===== config.mk =====
export PLATFORM = sky130hd
export DESIGN_NAME = iterative_shifter_flat
export DESIGN_NICKNAME = d
export VERILOG_FILES = /design/src/rtl/iterative_shifter_if.sv /design/src/rtl/iterative_shifter.sv /design/src/flat_wrapper.sv
export SDC_FILE = /design/constraint.sdc
export NUM_CORES = 1
export LEC_CHECK = 0
export ABC_AREA = 1
export ABC_CLOCK_PERIOD_IN_PS = 6600
export BUFFER_PORTS_ARGS = -buffer_cell sky130_fd_sc_hd__buf_2
export CAP_MARGIN = 40
export CORE_MARGIN = 2
export CORE_UTILIZATION = 30
export CTS_CLUSTER_SIZE = 20
export DETAILED_ROUTE_END_ITERATION = 8
export PLACE_DENSITY = 0.53
export SLEW_MARGIN = 5
export SYNTH_ARGS = -nofsm -noshare
export SYNTH_HDL_FRONTEND = slang
export SYNTH_SLANG_ARGS = --single-unit
export TNS_END_PERCENT = 10

===== constraint.sdc =====
create_clock -name clk -period 6.6 [get_ports clk]
set_input_delay 0.66 -clock clk [delete_from_list [all_inputs] [get_ports clk]]
set_output_delay 0.66 -clock clk [all_outputs]
set_load 0.05 [all_outputs]

===== src/rtl/iterative_shifter_if.sv =====
`default_nettype none
// ============================================================================
// Module   : iterative_shifter_if
// Brief    : Start/Busy/Done request-result bundle for the iterative shifter.
// Revision : 1.0
// ============================================================================
interface iterative_shifter_if #(
    parameter int WIDTH = 24
);
    logic             start;
    logic [1:0]       mode;
    logic [WIDTH-1:0] a;
    logic [WIDTH-1:0] b;
    logic [WIDTH-1:0] shift_amount;
    logic [WIDTH-1:0] result;
    logic             busy;
    logic             done;

    modport master (
        output start,
        output mode,
        output a,
        output b,
        output shift_amount,
        input  result,
        input  busy,
        input  done
    );

    modport slave (
        input  start,
        input  mode,
        input  a,
        input  b,
        input  shift_amount,
        output result,
        output busy,
        output done
    );
endinterface
`default_nettype wire


===== src/rtl/iterative_shifter.sv =====
`default_nettype none
// ============================================================================
// Module   : iterative_shifter
// Brief    : Multi-cycle SLL/SRL/SRA/ROL shifter, up to STEP bits per clock.
// Revision : 1.0
// ============================================================================
module iterative_shifter #(
    parameter int WIDTH = 24,
    parameter int STEP  = 1
) (
    input  wire logic           clk,
    input  wire logic           rst,
    iterative_shifter_if.slave  bus
);
    localparam int c_cnt_w = $clog2(WIDTH + 1);

    localparam logic [1:0] c_mode_sll = 2'b00;
    localparam logic [1:0] c_mode_srl = 2'b01;
    localparam logic [1:0] c_mode_sra = 2'b10;
    localparam logic [1:0] c_mode_rol = 2'b11;

    localparam logic [WIDTH-1:0]   c_width_v   = WIDTH'(WIDTH);
    localparam logic [c_cnt_w-1:0] c_width_cnt = c_cnt_w'(WIDTH);
    localparam logic [c_cnt_w-1:0] c_step_cnt  = c_cnt_w'(STEP);

    typedef enum logic [1:0] {
        ST_IDLE  = 2'd0,
        ST_SHIFT = 2'd1,
        ST_DONE  = 2'd2
    } state_t;

    state_t             state_q, state_d;
    logic [WIDTH-1:0]   result_q, result_d;
    logic [1:0]         mode_q, mode_d;
    logic [c_cnt_w-1:0] remaining_q, remaining_d;
    logic               fill_q, fill_d;
    logic               busy_q, busy_d;
    logic               done_q, done_d;

    logic [WIDTH-1:0]   w_eff;
    logic               w_out_of_range;
    logic [WIDTH-1:0]   w_rol_n;
    logic [c_cnt_w-1:0] w_count;
    logic [c_cnt_w-1:0] w_step_amt;
    logic [2*WIDTH-1:0] w_right_ext;
    logic [2*WIDTH-1:0] w_rot_ext;
    logic [WIDTH-1:0]   w_shifted;
    logic               w_accept;

    // Amount arithmetic wraps at WIDTH bits; the carry out is intentionally lost.
    always_comb begin
        w_eff          = bus.b + bus.shift_amount;
        w_out_of_range = (w_eff >= c_width_v);
        w_rol_n        = w_eff % c_width_v;
        if (bus.mode == c_mode_rol) begin
            w_count = c_cnt_w'(w_rol_n);
        end else if (w_out_of_range) begin
            w_count = c_width_cnt;
        end else begin
            w_count = c_cnt_w'(w_eff);
        end
    end

    // fill_q already folds in the mode, so SRL and SRA share the right path.
    always_comb begin
        w_step_amt  = (remaining_q < c_step_cnt) ? remaining_q : c_step_cnt;
        w_right_ext = {{WIDTH{fill_q}}, result_q} >> w_step_amt;
        w_rot_ext   = {result_q, result_q} << w_step_amt;
        case (mode_q)
            c_mode_sll: w_shifted = result_q << w_step_amt;
            c_mode_srl: w_shifted = w_right_ext[WIDTH-1:0];
            c_mode_sra: w_shifted = w_right_ext[WIDTH-1:0];
            default:    w_shifted = w_rot_ext[2*WIDTH-1:WIDTH];
        endcase
    end

    always_comb begin
        state_d     = state_q;
        result_d    = result_q;
        mode_d      = mode_q;
        remaining_d = remaining_q;
        fill_d      = fill_q;
        w_accept    = bus.start && ((state_q == ST_IDLE) || (state_q == ST_DONE));

        case (state_q)
            ST_IDLE, ST_DONE: begin
                if (w_accept) begin
                    result_d    = bus.a;
                    mode_d      = bus.mode;
                    remaining_d = w_count;
                    fill_d      = (bus.mode == c_mode_sra) && bus.a[WIDTH-1];
                    state_d     = ST_SHIFT;
                end else if (state_q == ST_DONE) begin
                    state_d = ST_IDLE;
                end
            end
            ST_SHIFT: begin
                if (remaining_q != '0) begin
                    result_d    = w_shifted;
                    remaining_d = remaining_q - w_step_amt;
                end else begin
                    state_d = ST_DONE;
                end
            end
            default: state_d = ST_IDLE;
        endcase

        busy_d = (state_d == ST_SHIFT);
        done_d = (state_d == ST_DONE);
    end

    always_ff @(posedge clk) begin
        if (rst) begin
            state_q     <= ST_IDLE;
            result_q    <= '0;
            mode_q      <= c_mode_sll;
            remaining_q <= '0;
            fill_q      <= 1'b0;
            busy_q      <= 1'b0;
            done_q      <= 1'b0;
        end else begin
            state_q     <= state_d;
            result_q    <= result_d;
            mode_q      <= mode_d;
            remaining_q <= remaining_d;
            fill_q      <= fill_d;
            busy_q      <= busy_d;
            done_q      <= done_d;
        end
    end

    assign bus.result = result_q;
    assign bus.busy   = busy_q;
    assign bus.done   = done_q;

endmodule
`default_nettype wire


===== src/flat_wrapper.sv =====
// flat-port wrapper written by rule: the top's interface ports become plain ports
module iterative_shifter_flat 
#(
    parameter int WIDTH = 24,
    parameter int STEP  = 1
)
  (clk, rst, bus_start, bus_mode, bus_a, bus_b, bus_shift_amount, bus_result, bus_busy, bus_done);
  iterative_shifter_if #(.WIDTH(WIDTH)) bus_i ();
  input  wire logic clk;
  input  wire logic rst;
  input wire logic [$bits(bus_i.start)-1:0] bus_start;
  input wire logic [$bits(bus_i.mode)-1:0] bus_mode;
  input wire logic [$bits(bus_i.a)-1:0] bus_a;
  input wire logic [$bits(bus_i.b)-1:0] bus_b;
  input wire logic [$bits(bus_i.shift_amount)-1:0] bus_shift_amount;
  output wire logic [$bits(bus_i.result)-1:0] bus_result;
  output wire logic [$bits(bus_i.busy)-1:0] bus_busy;
  output wire logic [$bits(bus_i.done)-1:0] bus_done;
  assign bus_i.start = bus_start;
  assign bus_i.mode = bus_mode;
  assign bus_i.a = bus_a;
  assign bus_i.b = bus_b;
  assign bus_i.shift_amount = bus_shift_amount;
  assign bus_result = bus_i.result;
  assign bus_busy = bus_i.busy;
  assign bus_done = bus_i.done;
  iterative_shifter #(.WIDTH(WIDTH), .STEP(STEP)) u_core (.clk(clk), .rst(rst), .bus(bus_i));
endmodule

==> flow_metrics.py, run 1 <==
metrics = {
    "setup_path": {
        "crit_family": "compound AO/OA/AOI/OAI gates",
        "cp-end-kind": "flop",
        "rr_worst_depth": 14,
        "r2r-end": "u_core.bus.result[9]$_SDFFE_PP0P_",
        "max_stage_delay_ns": 0.33,
        "cp_data_arrival_time_ns": 6.33,
        "reg2reg_from": "u_core.remaining_q[2]$_SDFFE_PP0P_",
        "timing.reg2reg.setup_slack_ns": 4.09,
        "crit_path_frequent_cell": "nand2_1",
        "worstPathMaxFanout": 4,
        "worst_path_max_delay_cell": "xor2_1",
        "cp.required_ns": 6.77,
        "path_class": "in2reg",
        "startpoint_type": "input port",
        "path_buf_inv": 5,
    },
    "sta": {
        "clock.fmax_mhz": 162,
        "period_share": 0.933,
        "skew_ns": 0.00692,
        "maxSlewHeadroom": 0.601,
        "rsz0062_at_grt": "true",
        "setup_tns_ns": 0,
        "fin_hold_ws_ns": 0.473,
        "finalSetupViolCount": 0,
        "hold_violations": 0,
        "min_period_ns": 6.16,
        "finalMaxSlewViolations": 0,
        "worst_slew_pin_slew_ns": 0.598,
    },
    "grt": {
        "grt_pass1_wl_um": 19400,
        "use_met3": 0.0197,
        "grtUsageTotal": 0.160,
        "gr-total-overflow": 0,
        "busiest_layer": "met2",
        "grt_pass1_vias": 4323,
        "grt_max_degree": 34,
        "met1_usage": 0.218,
        "antenna_found_initial": 0,
        "use_met2": 0.256,
    },
    "finish": {
        "utilization": 0.416,
        "antenna_cells": 0,
        "seqCellArea_um2": 721,
        "final_nets": 901,
        "multiInputGateArea_um2": 3460,
        "area_delta_synth_final_pct": 34.7,
        "fin_area_um2": 5540,
        "drive_above_1_share": 0.323,
        "fillers": 1418,
    },
    "power_and_ir_drop": {
        "ir_drop_mv": 0.111,
        "power_mw": 1.69,
        "p_leak_nw": 2.71,
        "power.density_nw_per_um2": 305,
    },
    "yosys": {
        "ys_types": 38,
        "synthesis.area_um2": 4110,
        "ys_ff_latch": 36,
        "syn_inst": 690,
        "syn_avg_cell_area_um2": 5.96,
        "syn_nets": 794,
        "seq_area_frac_synth": 0.175,
        "yosys_warnings": 0,
        "synth_edf_count": 0,
        "ys.flop_type": "dfxtp_1",
        "async_flop_share": 0,
    },
    "cts": {
        "numCtsBuffers": 5,
        "clockRootBuffer": "clkbuf_16",
        "cts.clk_slew.worst_paths_ns": 0.06,
        "clock_sink_count": 36,
        "cts_tree": "yes",
        "ctsHtreeMaxLevel": 2,
        "postCtsHoldBufs": 0,
        "clk_latency_ns": 0.28,
        "clk_path_buf_depth": 2,
    },
    "detailed_routing": {
        "postRouteWirelength_um": 11900,
        "drt-initial-drc-count": 314,
        "drc_errors": 0,
        "vias": 4730,
        "viasPerCell": 4.86,
        "ant_nets": 0,
        "wl_per_cell_um": 12.2,
        "drtPass1Iterations": 5,
    },
    "placed_design": {
        "placed_cell_area_um2": 4850,
        "place_congestion": 0.863,
        "portBuffers": 102,
        "dp_hpwl_um": 9340,
    },
    "floorplanning": {
        "die_y_um": 121,
        "core-area_um2": 13300,
        "initial_core_util": 0.309,
        "die_width_um": 121,
        "std_cell_rows": 42,
        "io_pins": 103,
        "die_area_um2": 14700,
    },
    "hold_path": {
        "hold_path.class": "reg2reg",
        "worstHoldStart": "u_core.bus.result[10]$_SDFFE_PP0P_",
        "hold_depth": 2,
        "worstHoldEndpoint": "u_core.bus.result[10]$_SDFFE_PP0P_",
    },
    "job": {
        "cap_violations": 0,
    },
    "run_status": {
        "status": "completed",
    },
}
-- cell families after synthesis --
kind of cell               share of synthesized area
DFF                                            0.175
buffers and inverters                         0.0950
adders and majority gates                     0.0840
AOI/OAI and AO/OA                              0.206
and+or+nand+nor                                0.402
xor gates and xnor gates                      0.0384
-- worst min-delay path: cells and delay by family, from the launching register on --
kind	cells	cell delay [ns]
AND/OR/NAND/NOR	1	0.05
flip-flops	1	0.33
AO/OA/AOI/OAI	1	0.06
-- synthesized netlist by cell type, types with 4 or more instances --
library cell | n | share of area
or2_2 | 20 | 0.030
xor2_1 | 7 | 0.015
xnor2_1 | 11 | 0.023
ha_1 | 26 | 0.079
o21ai_0 | 53 | 0.065
nor3_1 | 7 | 0.0085
nand2_1 | 201 | 0.18
dfxtp_1 | 36 | 0.18
nand3_1 | 38 | 0.046
nand2_2 | 14 | 0.021
o21ai_1 | 17 | 0.021
nand3_2 | 16 | 0.039
o21bai_1 | 4 | 0.0073
nand4_1 | 11 | 0.017
a221oi_1 | 20 | 0.043
inv_1 | 82 | 0.075
nor2_1 | 47 | 0.043
a21oi_1 | 33 | 0.040
clkbuf_1 | 16 | 0.015
-- flip-flops by register name, indices dropped and copies added (netlist names) --
| signal | cells |
|---|---|
| u_core.remaining_q | 5 |
| u_core.fill_q | 1 |
| u_core.state_q | 2 |
| u_core.bus.result | 24 |
| u_core.bus.done | 1 |
| u_core.bus.busy | 1 |
| u_core.mode_q | 2 |
-- worst max-delay path by stage --
| stage | start | endpoint | slack (ns) | cells after the start |
|---|---|---|---|---|
| after floorplan | bus_shift_amount[0] | u_core.remaining_q[3]$_SDFFE_PP0P_ | 0.91 | 61 |
| final | bus_shift_amount[5] | u_core.remaining_q[3]$_SDFFE_PP0P_ | 0.44 | 46 |
| after global placement | bus_shift_amount[0] | u_core.remaining_q[3]$_SDFFE_PP0P_ | 0.06 | 59 |
| after detailed placement | bus_shift_amount[2] | u_core.remaining_q[3]$_SDFFE_PP0P_ | 0.20 | 54 |
| after CTS | bus_shift_amount[0] | u_core.remaining_q[3]$_SDFFE_PP0P_ | 0.48 | 57 |
| after global routing | bus_shift_amount[0] | u_core.remaining_q[3]$_SDFFE_PP0P_ | -0.15 | 53 |
-- timing repair --
item	4_1_cts	5_1_grt
endpoints found under the setup margin	0	2
gates resized for setup	0	96
hold endpoints to repair	0	0
buffers inserted	0	8
-- report_power, final --
| part | switching, mW | leakage [nW] | internal, mW |
|---|---|---|---|
| clock network | 0.0873 | 0.0808 | 0.177 |
| registers | 0.0221 | 0.297 | 0.252 |
| logic | 0.717 | 2.33 | 0.430 |
| total | 0.826 | 2.71 | 0.859 |
-- area by class of cell --
type,instances,share of cell area
clock inverters,2,0.00633
multi-input cells,551,0.626
clock buffers,6,0.0233
inverters,86,0.0583
flip-flops and latches,36,0.130
repair buffers,117,0.116
well taps,176,0.0398
-- routing by layer --
metal	share of wire	vias up
li1	-	2519
met1	0.49	2050
met2	0.43	145
met3	0.054	16
met4	0.026	0
met5	0	-
-- through the flow --
| step | std cells | setup WS, ns |
|---|---|---|
| global route | 974 | -0.153 |
| finish | 974 | 0.441 |
| CTS | 966 | 0.482 |
| detailed placement | 958 | 0.197 |
| global placement | 957 | 0.0617 |
| floorplan | 690 | 0.909 |
-- cells in the final DEF (no fill, tap or decap), types with 2 or more instances in the layout --
| cell | instances |
|---|---|
| nor2_1 | 37 |
| buf_4 | 14 |
| o21ai_2 | 5 |
| clkbuf_16 | 5 |
| nand3_1 | 29 |
| dfxtp_1 | 36 |
| xor2_1 | 7 |
| inv_1 | 81 |
| a31oi_1 | 2 |
| or2_2 | 20 |
| o21ai_1 | 12 |
| a21oi_2 | 8 |
| o21bai_1 | 2 |
| a21oi_1 | 26 |
| nand4_1 | 11 |
| nand2_1 | 182 |
| nand2_2 | 32 |
| o22ai_1 | 3 |
| a221oi_1 | 20 |
| nor2_2 | 12 |
| buf_2 | 102 |
| nand3b_1 | 2 |
| clkinv_1 | 3 |
| o211ai_1 | 3 |
| ha_1 | 4 |
| o21ai_0 | 53 |
| nand3_2 | 25 |
| inv_2 | 2 |
| a211oi_1 | 3 |
| ha_4 | 21 |
| nor3_1 | 6 |
| xnor2_1 | 11 |
(Power assumes the default switching activity.)
==> run 2: changes to the inputs <==
--- a/config.mk
+++ b/config.mk
@@ -14,6 +14,7 @@
 export CTS_CLUSTER_SIZE = 20
 export DETAILED_ROUTE_END_ITERATION = 8
 export PLACE_DENSITY = 0.53
+export REMOVE_ABC_BUFFERS = 1
 export SLEW_MARGIN = 5
 export SYNTH_ARGS = -nofsm -noshare
 export SYNTH_HDL_FRONTEND = slang
==> flow_metrics.py, run 2 (synthesis results as in run 1) <==
metrics = {
    "finish": {
        "utilization": 0.461,
        "final_nets": 919,
        "area_delta_synth_final_pct": 49.3,
        "drive_above_1_share": 0.450,
        "final_common_cell": "nand2_1",
        "antenna_cells": 0,
        "largest_reg_flops": 24,
        "final_cell_mix": "125 x nand2_1, 100 x buf_2, 84 x nand2_2",
        "multiInputGateArea_um2": 3920,
        "fillers": 1395,
        "seqCellArea_um2": 721,
    },
    "placed_design": {
        "dp_hpwl_um": 9550,
        "place_congestion": 0.861,
        "portBuffers": 102,
    },
    "setup_path": {
        "path_class": "in2reg",
        "startpoint_type": "input port",
        "worst_path_max_delay_cell": "or2_4",
        "cp.required_ns": 6.82,
        "cp-end-kind": "flop",
        "cp_data_arrival_time_ns": 6.55,
        "worstPathMaxFanout": 3,
        "max_stage_delay_ns": 0.26,
        "crit_path_frequent_cell": "nand2_2",
    },
    "cts": {
        "clock_sink_count": 36,
        "clk_path_buf_depth": 2,
        "clk_latency_ns": 0.28,
        "numCtsBuffers": 5,
        "clockRootBuffer": "clkbuf_16",
        "ctsHtreeMaxLevel": 2,
        "cts.clk_slew.worst_paths_ns": 0.06,
        "cts_tree": "yes",
    },
    "floorplanning": {
        "std_cell_rows": 42,
        "die_area_um2": 14700,
        "core-area_um2": 13300,
        "die_y_um": 121,
        "die_width_um": 121,
        "initial_core_util": 0.309,
        "io_pins": 103,
    },
    "grt": {
        "grt_max_degree": 34,
        "gr-total-overflow": 0,
        "grt_pass1_wl_um": 19600,
        "met1_usage": 0.225,
        "busiest_layer": "met2",
        "use_met2": 0.262,
        "use_met3": 0.0146,
        "grt_pass1_vias": 4270,
        "antenna_found_initial": 0,
        "grtUsageTotal": 0.160,
    },
    "detailed_routing": {
        "wl_per_cell_um": 13.3,
        "drtPass1Iterations": 5,
        "vias": 4915,
        "drc_errors": 0,
        "ant_nets": 0,
        "viasPerCell": 4.95,
        "postRouteWirelength_um": 13200,
        "drt-initial-drc-count": 257,
    },
    "sta": {
        "min_period_ns": 6.33,
        "finalMaxSlewViolations": 0,
        "finalSetupViolCount": 0,
        "skew_ns": 0.00807,
        "hold_violations": 0,
        "period_share": 0.959,
        "maxSlewHeadroom": 0.578,
        "clock.fmax_mhz": 158,
        "worst_slew_pin_slew_ns": 0.630,
    },
    "run_status": {
        "status": "completed",
    },
    "hold_path": {
        "hold_path.class": "reg2reg",
    },
    "power_and_ir_drop": {
        "power_mw": 1.99,
        "p_leak_nw": 2.88,
        "power.density_nw_per_um2": 324,
        "ir_drop_mv": 0.115,
    },
    "job": {
        "cap_violations": 0,
    },
}
-- run 2: changes by cell type in the layout (fill, tap and decap cells not counted), sizes merged --
cell	before	now
clkinvlp	0	1
clkbuf	6	5
buf	117	135
-- run 2: path summary, 6_finish.rpt --
check	from	endpoint	slack (ns)	cells past startpoint
min reg2reg	u_core.bus.result[8]$_SDFFE_PP0P_	u_core.bus.result[8]$_SDFFE_PP0P_	0.47	2
max reg2reg	u_core.remaining_q[1]$_SDFFE_PP0P_	u_core.bus.result[7]$_SDFFE_PP0P_	4.06	14
max	bus_shift_amount[2]	u_core.remaining_q[3]$_SDFFE_PP0P_	0.27	55
min	u_core.bus.result[8]$_SDFFE_PP0P_	u_core.bus.result[8]$_SDFFE_PP0P_	0.47	2
-- run 2: layout make-up --
cell class | count | area share
tap | 176 | 0.0359
multi-input combinational | 551 | 0.639
clock buffer | 5 | 0.0204
clock inverter | 3 | 0.00693
sequential | 36 | 0.117
inverter | 86 | 0.0526
timing repair buffer | 135 | 0.128
-- run 2: power breakdown --
group / switching [mW] / leakage [nW] / internal (mW) / total [mW]
combinational: 0.914 / 2.51 / 0.533 / 1.45
sequential: 0.0226 / 0.297 / 0.251 / 0.274
clock: 0.0912 / 0.0798 / 0.177 / 0.268
total: 1.03 / 2.88 / 0.962 / 1.99
-- run 2: timing repair --
item | 4_1_cts | 5_1_grt
buffers inserted | 0 | 23
setup endpoints to repair | 0 | 2
hold buffers | 0 | 0
resized for setup | 0 | 214
-- run 2: routing by layer --
| metal | part of all wire | wire [µm] |
|---|---|---|
| met2 | 0.47 | 6250 |
| met4 | 0.0091 | 120 |
| met5 | 0 | 0 |
| met1 | 0.47 | 6170 |
| met3 | 0.048 | 636 |
-- run 2: worst max-delay path: cells and delay by family --
family,cells,cell delay (ns)
adder cells (fa/ha/maj),1,0.25
AND/OR/NAND/NOR,41,3.86
buffers and inverters,2,0.16
AO/OA/AOI/OAI,11,1.56
-- run 2: metrics by stage --
step	TNS, ns	area [µm²]	setup WS (ns)	cells	hold slack (ns)
floorplan	0	4040	0.885	673	0.442
CTS	0	5030	0.424	969	0.480
detailed placement	0	4860	0.172	961	0.467
global placement	0	4840	0.0545	960	0.464
finish	0	6130	0.268	992	0.474
global route	-0.287	6130	-0.170	992	0.499
